--- config.mk ---
export PLATFORM = sky130hd
export DESIGN_NAME = rf_wb_arbiter
export DESIGN_NICKNAME = d
export VERILOG_FILES = /design/src/rtl/rf_wb_arbiter.sv
export SDC_FILE = /design/constraint.sdc
export NUM_CORES = 1
export LEC_CHECK = 0
export BUFFER_PORTS_ARGS = -buffer_cell sky130_fd_sc_hd__buf_2
export CORE_MARGIN = 3
export CORE_UTILIZATION = 53
export CTS_BUF_LIST = sky130_fd_sc_hd__clkbuf_16
export DETAILED_ROUTE_END_ITERATION = 8
export PLACE_DENSITY = 0.93
export SYNTH_ARGS = -nofsm -noshare
export SYNTH_HDL_FRONTEND = slang
export SYNTH_SLANG_ARGS = --single-unit
--- constraint.sdc ---
create_clock -name clk -period 4.45 [get_ports clk]
set_clock_uncertainty 0.2 [all_clocks]
set_input_delay 0.6675 -clock clk [delete_from_list [all_inputs] [get_ports clk]]
set_output_delay 0.6675 -clock clk [all_outputs]
set_load 0.03 [all_outputs]
--- src/rtl/rf_wb_arbiter.sv ---
// Register-file write-port arbiter: ALU vs. load-return writeback, pending-load scoreboard
// and decode hazard. Optional decode bypass outputs enabled by defining RF_WB_BYPASS_EN.
module rf_wb_arbiter #(
    parameter int unsigned ADDR_W     = 5,
    parameter int unsigned DATA_W     = 32,
    parameter int unsigned STARVE_MAX = 3
) (
    input  logic                   clk,
    input  logic                   RST,
    input  logic                   alu_valid,
    input  logic [ADDR_W-1:0]      alu_rd,
    input  logic [DATA_W-1:0]      alu_data,
    output logic                   alu_ready,
    input  logic                   mem_valid,
    input  logic [ADDR_W-1:0]      mem_rd,
    input  logic [DATA_W-1:0]      mem_data,
    output logic                   mem_ready,
    input  logic                   ld_issue,
    input  logic [ADDR_W-1:0]      ld_rd,
    input  logic [ADDR_W-1:0]      rs1,
    input  logic [ADDR_W-1:0]      rs2,
    output logic                   hazard,
    output logic                   WE3,
    output logic [ADDR_W-1:0]      A3,
    output logic [DATA_W-1:0]      WD3,
    output logic [(2**ADDR_W)-1:0] sb_busy
`ifdef RF_WB_BYPASS_EN
    ,
    output logic                   byp1_hit,
    output logic                   byp2_hit,
    output logic [DATA_W-1:0]      byp_data
`endif
);

    localparam int unsigned NREG       = 2**ADDR_W;
    localparam logic [3:0]  STARVE_LIM = 4'(STARVE_MAX);

    typedef enum logic [0:0] {StNormal, StForceAlu} state_e;

    state_e              r_state;
    logic [3:0]          r_starve_cnt;
    logic                r_we3;
    logic [ADDR_W-1:0]   r_a3;
    logic [DATA_W-1:0]   r_wd3;
    logic [NREG-1:0]     r_sb_busy;

    logic                w_alu_ready;
    logic                w_mem_ready;
    logic                w_alu_xfer;
    logic                w_mem_xfer;
    logic [ADDR_W-1:0]   w_wr_rd;
    logic [DATA_W-1:0]   w_wr_data;
    logic                w_wr_en;
    logic [3:0]          w_cnt_inc;
    logic [NREG-1:0]     w_sb_next;
    logic                w_rs1_busy;
    logic                w_rs2_busy;
    logic                w_rs1_fly;
    logic                w_rs2_fly;

    // Mem has priority in normal operation; the starved ALU owns the port in StForceAlu.
    always_comb begin
        w_alu_ready = 1'b0;
        w_mem_ready = 1'b0;
        if (!RST) begin
            if (r_state == StNormal) begin
                w_mem_ready = 1'b1;
                w_alu_ready = !mem_valid;
            end else begin
                w_alu_ready = 1'b1;
                w_mem_ready = !alu_valid;
            end
        end
    end

    assign alu_ready  = w_alu_ready;
    assign mem_ready  = w_mem_ready;
    assign w_alu_xfer = alu_valid & w_alu_ready;
    assign w_mem_xfer = mem_valid & w_mem_ready;

    assign w_wr_rd   = w_alu_xfer ? alu_rd   : mem_rd;
    assign w_wr_data = w_alu_xfer ? alu_data : mem_data;
    assign w_wr_en   = (w_alu_xfer | w_mem_xfer) && (w_wr_rd != '0);
    assign w_cnt_inc = r_starve_cnt + 4'd1;

    always_ff @(posedge clk) begin
        if (RST) begin
            r_state      <= StNormal;
            r_starve_cnt <= 4'd0;
        end else begin
            case (r_state)
                StNormal: begin
                    if (w_alu_xfer) begin
                        r_starve_cnt <= 4'd0;
                    end else if (alu_valid && mem_valid) begin
                        r_starve_cnt <= w_cnt_inc;
                        if (w_cnt_inc >= STARVE_LIM) begin
                            r_state <= StForceAlu;
                        end
                    end
                end
                StForceAlu: begin
                    // Dropping alu_valid here is a protocol violation; recover to normal.
                    if (w_alu_xfer || !alu_valid) begin
                        r_state      <= StNormal;
                        r_starve_cnt <= 4'd0;
                    end
                end
                default: begin
                    r_state      <= StNormal;
                    r_starve_cnt <= 4'd0;
                end
            endcase
        end
    end

    always_ff @(posedge clk) begin
        if (RST) begin
            r_we3 <= 1'b0;
            r_a3  <= '0;
            r_wd3 <= '0;
        end else begin
            r_we3 <= w_wr_en;
            if (w_wr_en) begin
                r_a3  <= w_wr_rd;
                r_wd3 <= w_wr_data;
            end
        end
    end

    // Set after clear so a newly issued load to the same register stays pending.
    always_comb begin
        w_sb_next = r_sb_busy;
        if (w_mem_xfer) begin
            w_sb_next[mem_rd] = 1'b0;
        end
        if (ld_issue && (ld_rd != '0)) begin
            w_sb_next[ld_rd] = 1'b1;
        end
    end

    always_ff @(posedge clk) begin
        if (RST) begin
            r_sb_busy <= '0;
        end else begin
            r_sb_busy <= w_sb_next;
        end
    end

    assign WE3     = r_we3;
    assign A3      = r_a3;
    assign WD3     = r_wd3;
    assign sb_busy = r_sb_busy;

    assign w_rs1_busy = (rs1 != '0) && r_sb_busy[rs1];
    assign w_rs2_busy = (rs2 != '0) && r_sb_busy[rs2];
    assign w_rs1_fly  = (rs1 != '0) && r_we3 && (r_a3 == rs1);
    assign w_rs2_fly  = (rs2 != '0) && r_we3 && (r_a3 == rs2);

`ifdef RF_WB_BYPASS_EN
    assign hazard   = w_rs1_busy | w_rs2_busy;
    assign byp1_hit = w_rs1_fly;
    assign byp2_hit = w_rs2_fly;
    assign byp_data = r_wd3;
`else
    assign hazard = w_rs1_busy | w_rs2_busy | w_rs1_fly | w_rs2_fly;
`endif

endmodule

==> out/metrics.yaml <==
drt:
  wirelength_mm: 13.7
  num_vias: 4309
  top_layer: "met4"
  drc_errors: 0
  first_pass_iters: 6
  antenna_left: 0
  drtIter0Drc: 396
  wl_met3_mm: 1.45
  met1Wirelength_mm: 4.88
  post_drt_wl_per_cell_um: 19.8
  routed_via_density: 6.21
  met2_wirelength_mm: 6.91
clock_network:
  holdBufCountCts: 0
  cts_buffers: 9
  h-tree-depth: 3
  cts_tree: "yes"
  clock-sinks: 75
  post_cts_buffers: 0
  cts-root-buf: "clkbuf_16"
  clk_pin_slew_ns: 0.06
  cts_resized: 0
  insertion_delay_ns: 0.33
  cts.path.max_buffers: 2
critical_path:
  crit_path_max_fanout: 47
  start_kind: "input pin"
  reg2reg_to: "WD3[13]"
  critical_path.max_stage_delay_ns: 0.64
  r2r_start: "r_state"
  cp-startpoint: "RST"
  crit_path_cell_trace: "buf_2 > buf_4 > nor2b_1 > buf_2"
  rr_worst_depth: 6
  required_ns: 3.58
  crit_path_end: "alu_ready"
  crit_arrival_ns: 2.23
  crit_top_cell: "buf_2"
  r2r_slack_ns: 2.00
  critPathKind: "input pin to output port"
  cp-end-kind: "output port"
  crit_slowest_cell: "buf_2"
floorplan:
  start_util: 0.558
  core_um2: 7410
  placementRows: 31
  die_w_um: 94.3
  io_pins: 167
  die_area_um2: 8900
  die_y_um: 94.3
synthesis:
  yosysWarnings: 0
  synth-edff-count: 0
  syn-num-nets: 537
  ys_types: 45
  ys.flop_type: "dfxtp_1"
  synthesis.area_um2: 4140
  syn-instance-count: 441
  yosys.area.top_type: "dfxtp_1"
  ys_seq_area_frac: 0.363
  async_reset_ff_frac: 0
  ys_ff_latch: 75
  synthTopCellsByArea: "dfxtp_1 36%, mux2i_1 11%, a211oi_2 8.8%"
  synth_area_per_cell_um2: 9.38
  yosysTopAreaCellShare: 0.363
place:
  finalWeightedCongestion: 0.925
  port_buffers: 166
  dp.final_hpwl_mm: 10.1
finish:
  area_growth_syn_to_layout_pct: 25.9
  drive_above_1_share: 0.390
  diodes: 0
  num-nets-final: 686
  fillCellCount: 540
sta:
  relSlewSlack: 0.333
  setup_viol: 0
  post-route-min-period_ns: 3.09
  hold_viol: 0
  rsz0062_at_grt: "false"
  max_freq_ghz: 0.323
  slew_violations: 0
  worst_pin_slew_ns: 0.999
  finalSetupTns_ns: 0
  fin_crit_sh: 0.695
global_routing:
  grt_max_degree: 48
  grt_pass1_vias: 4317
  antenna_found_initial: 0
  grt_remaining_overflow: 0
  grt.total_usage: 0.308
  grt_pass1_wl_mm: 21.4
power_and_ir_drop:
  combPwrFrac: 0.204
  clockPowerShare: 0.375
  p_leak_nw: 2.40
  cellPowerDensity_nw_per_um2: 335
  power.internal_mw: 1.21
  switching_power_mw: 0.537
  p_seq_frac: 0.420
  vdd_drop_max_mv: 0.177
  power_mw: 1.75
  swShare: 0.307
job:
  maxCapViolations: 0
status:
  status: "finished clean"
min_path:
  hold_path.class: "register to register"
worst max-delay path: cells and delay by family:
family / cells / cell delay [ns]
buffers and inverters: 3 / 1.43
and+or+nand+nor: 1 / 0.12
per-layer routing:
layer  vias to the layer above  track usage
met5                         -            0
met1                      2025        0.369
met4                         0        0.138
li1                       1928            -
met2                       296        0.528
met3                        60       0.0693
final cells by class:
class	instances	area, um^2	share of cell area
Multi-Input combinational cell	330	2430	0.468
Sequential cell	75	1500	0.288
Timing Repair Buffer	170	861	0.165
Clock buffer	9	225	0.0433
Tap cell	99	124	0.0238
Clock inverter	7	45.0	0.00865
Inverter	4	15.0	0.00288
registers in the layout, indices dropped and copies added (netlist names):
signal	count
r_state	1
WE3	1
A3	5
WD3	32
sb_busy	32
r_starve_cnt	4
power groups by stage:
stage	clock network, mW	registers [mW]	logic (mW)
6_report	0.655	0.734	0.357
5_1_grt	0.685	0.736	0.383
4_1_cts	0.655	0.733	0.355
3_5_place_dp	0	0.747	0.351
3_3_place_gp	0	0.745	0.338
2_1_floorplan	0	0.808	0.176
stage by stage:
step / worst slack (ns) / hold WS [ns] / std cells / area (um^2) / utilization
CTS: 1.38 / 0.303 / 694 / 5210 / 0.703
detailed placement: 1.32 / 0.297 / 678 / 4940 / 0.666
global route: 1.28 / 0.347 / 694 / 5210 / 0.703
floorplan: 1.54 / 0.299 / 441 / 4140 / -
global placement: 1.42 / 0.291 / 678 / 4940 / 0.666
finish: 1.36 / 0.303 / 694 / 5210 / 0.703
cell usage after synthesis, types with 5 or more instances:
| cell type | instances |
|---|---|
| nor3_1 | 7 |
| a211oi_2 | 29 |
| mux4_2 | 15 |
| clkbuf_1 | 9 |
| xnor2_1 | 5 |
| buf_6 | 5 |
| nor3b_1 | 7 |
| buf_2 | 8 |
| dfxtp_1 | 75 |
| nor2_1 | 49 |
| mux2i_1 | 46 |
| a21oi_1 | 39 |
| a211oi_1 | 10 |
| nand2_1 | 45 |
| o21ai_0 | 30 |
cell usage in the layout (no fill, tap or decap), types with 2 or more instances in the layout:
cell,count
buf_2,166
dfxtp_1,75
nor2_1,49
mux2i_1,46
nand2_1,45
a21oi_1,39
o21ai_0,30
a211oi_2,29
mux4_2,15
a211oi_1,10
clkbuf_16,9
nor3b_1,7
nor3_1,7
inv_1,5
xnor2_1,5
xor2_1,4
nand3_1,4
or3_1,4
buf_4,4
nand2b_1,3
nor4_1,3
nand4b_1,3
and3b_1,3
clkinvlp_4,3
o41ai_1,2
a31oi_1,2
nand3b_1,2
or4_1,2
and3_1,2
ha_1,2
clkinv_2,2
kinds of logic after synthesis:
family | Yosys count | share of synthesized area
AO/OA/AOI/OAI | 119 | 0.212
XOR/XNOR | 9 | 0.0191
adder cells (fa/ha/maj) | 2 | 0.00605
buffers and inverters | 36 | 0.0499
flip-flops | 75 | 0.363
multiplexers | 61 | 0.193
AND/OR/NAND/NOR | 139 | 0.157
worst min path at each step:
stage / slack (ns) / startpoint / cells after the start / end
after CTS: 0.30 / WD3[31] / 2 / WD3[31]
after detailed placement: 0.30 / WD3[31] / 2 / WD3[31]
final: 0.30 / WD3[31] / 2 / WD3[31]
after floorplan: 0.30 / r_state / 1 / r_starve_cnt[3]
after global placement: 0.29 / WD3[31] / 2 / WD3[31]
after global routing: 0.35 / sb_busy[23] / 2 / sb_busy[23]
(Power assumes the default switching activity.)
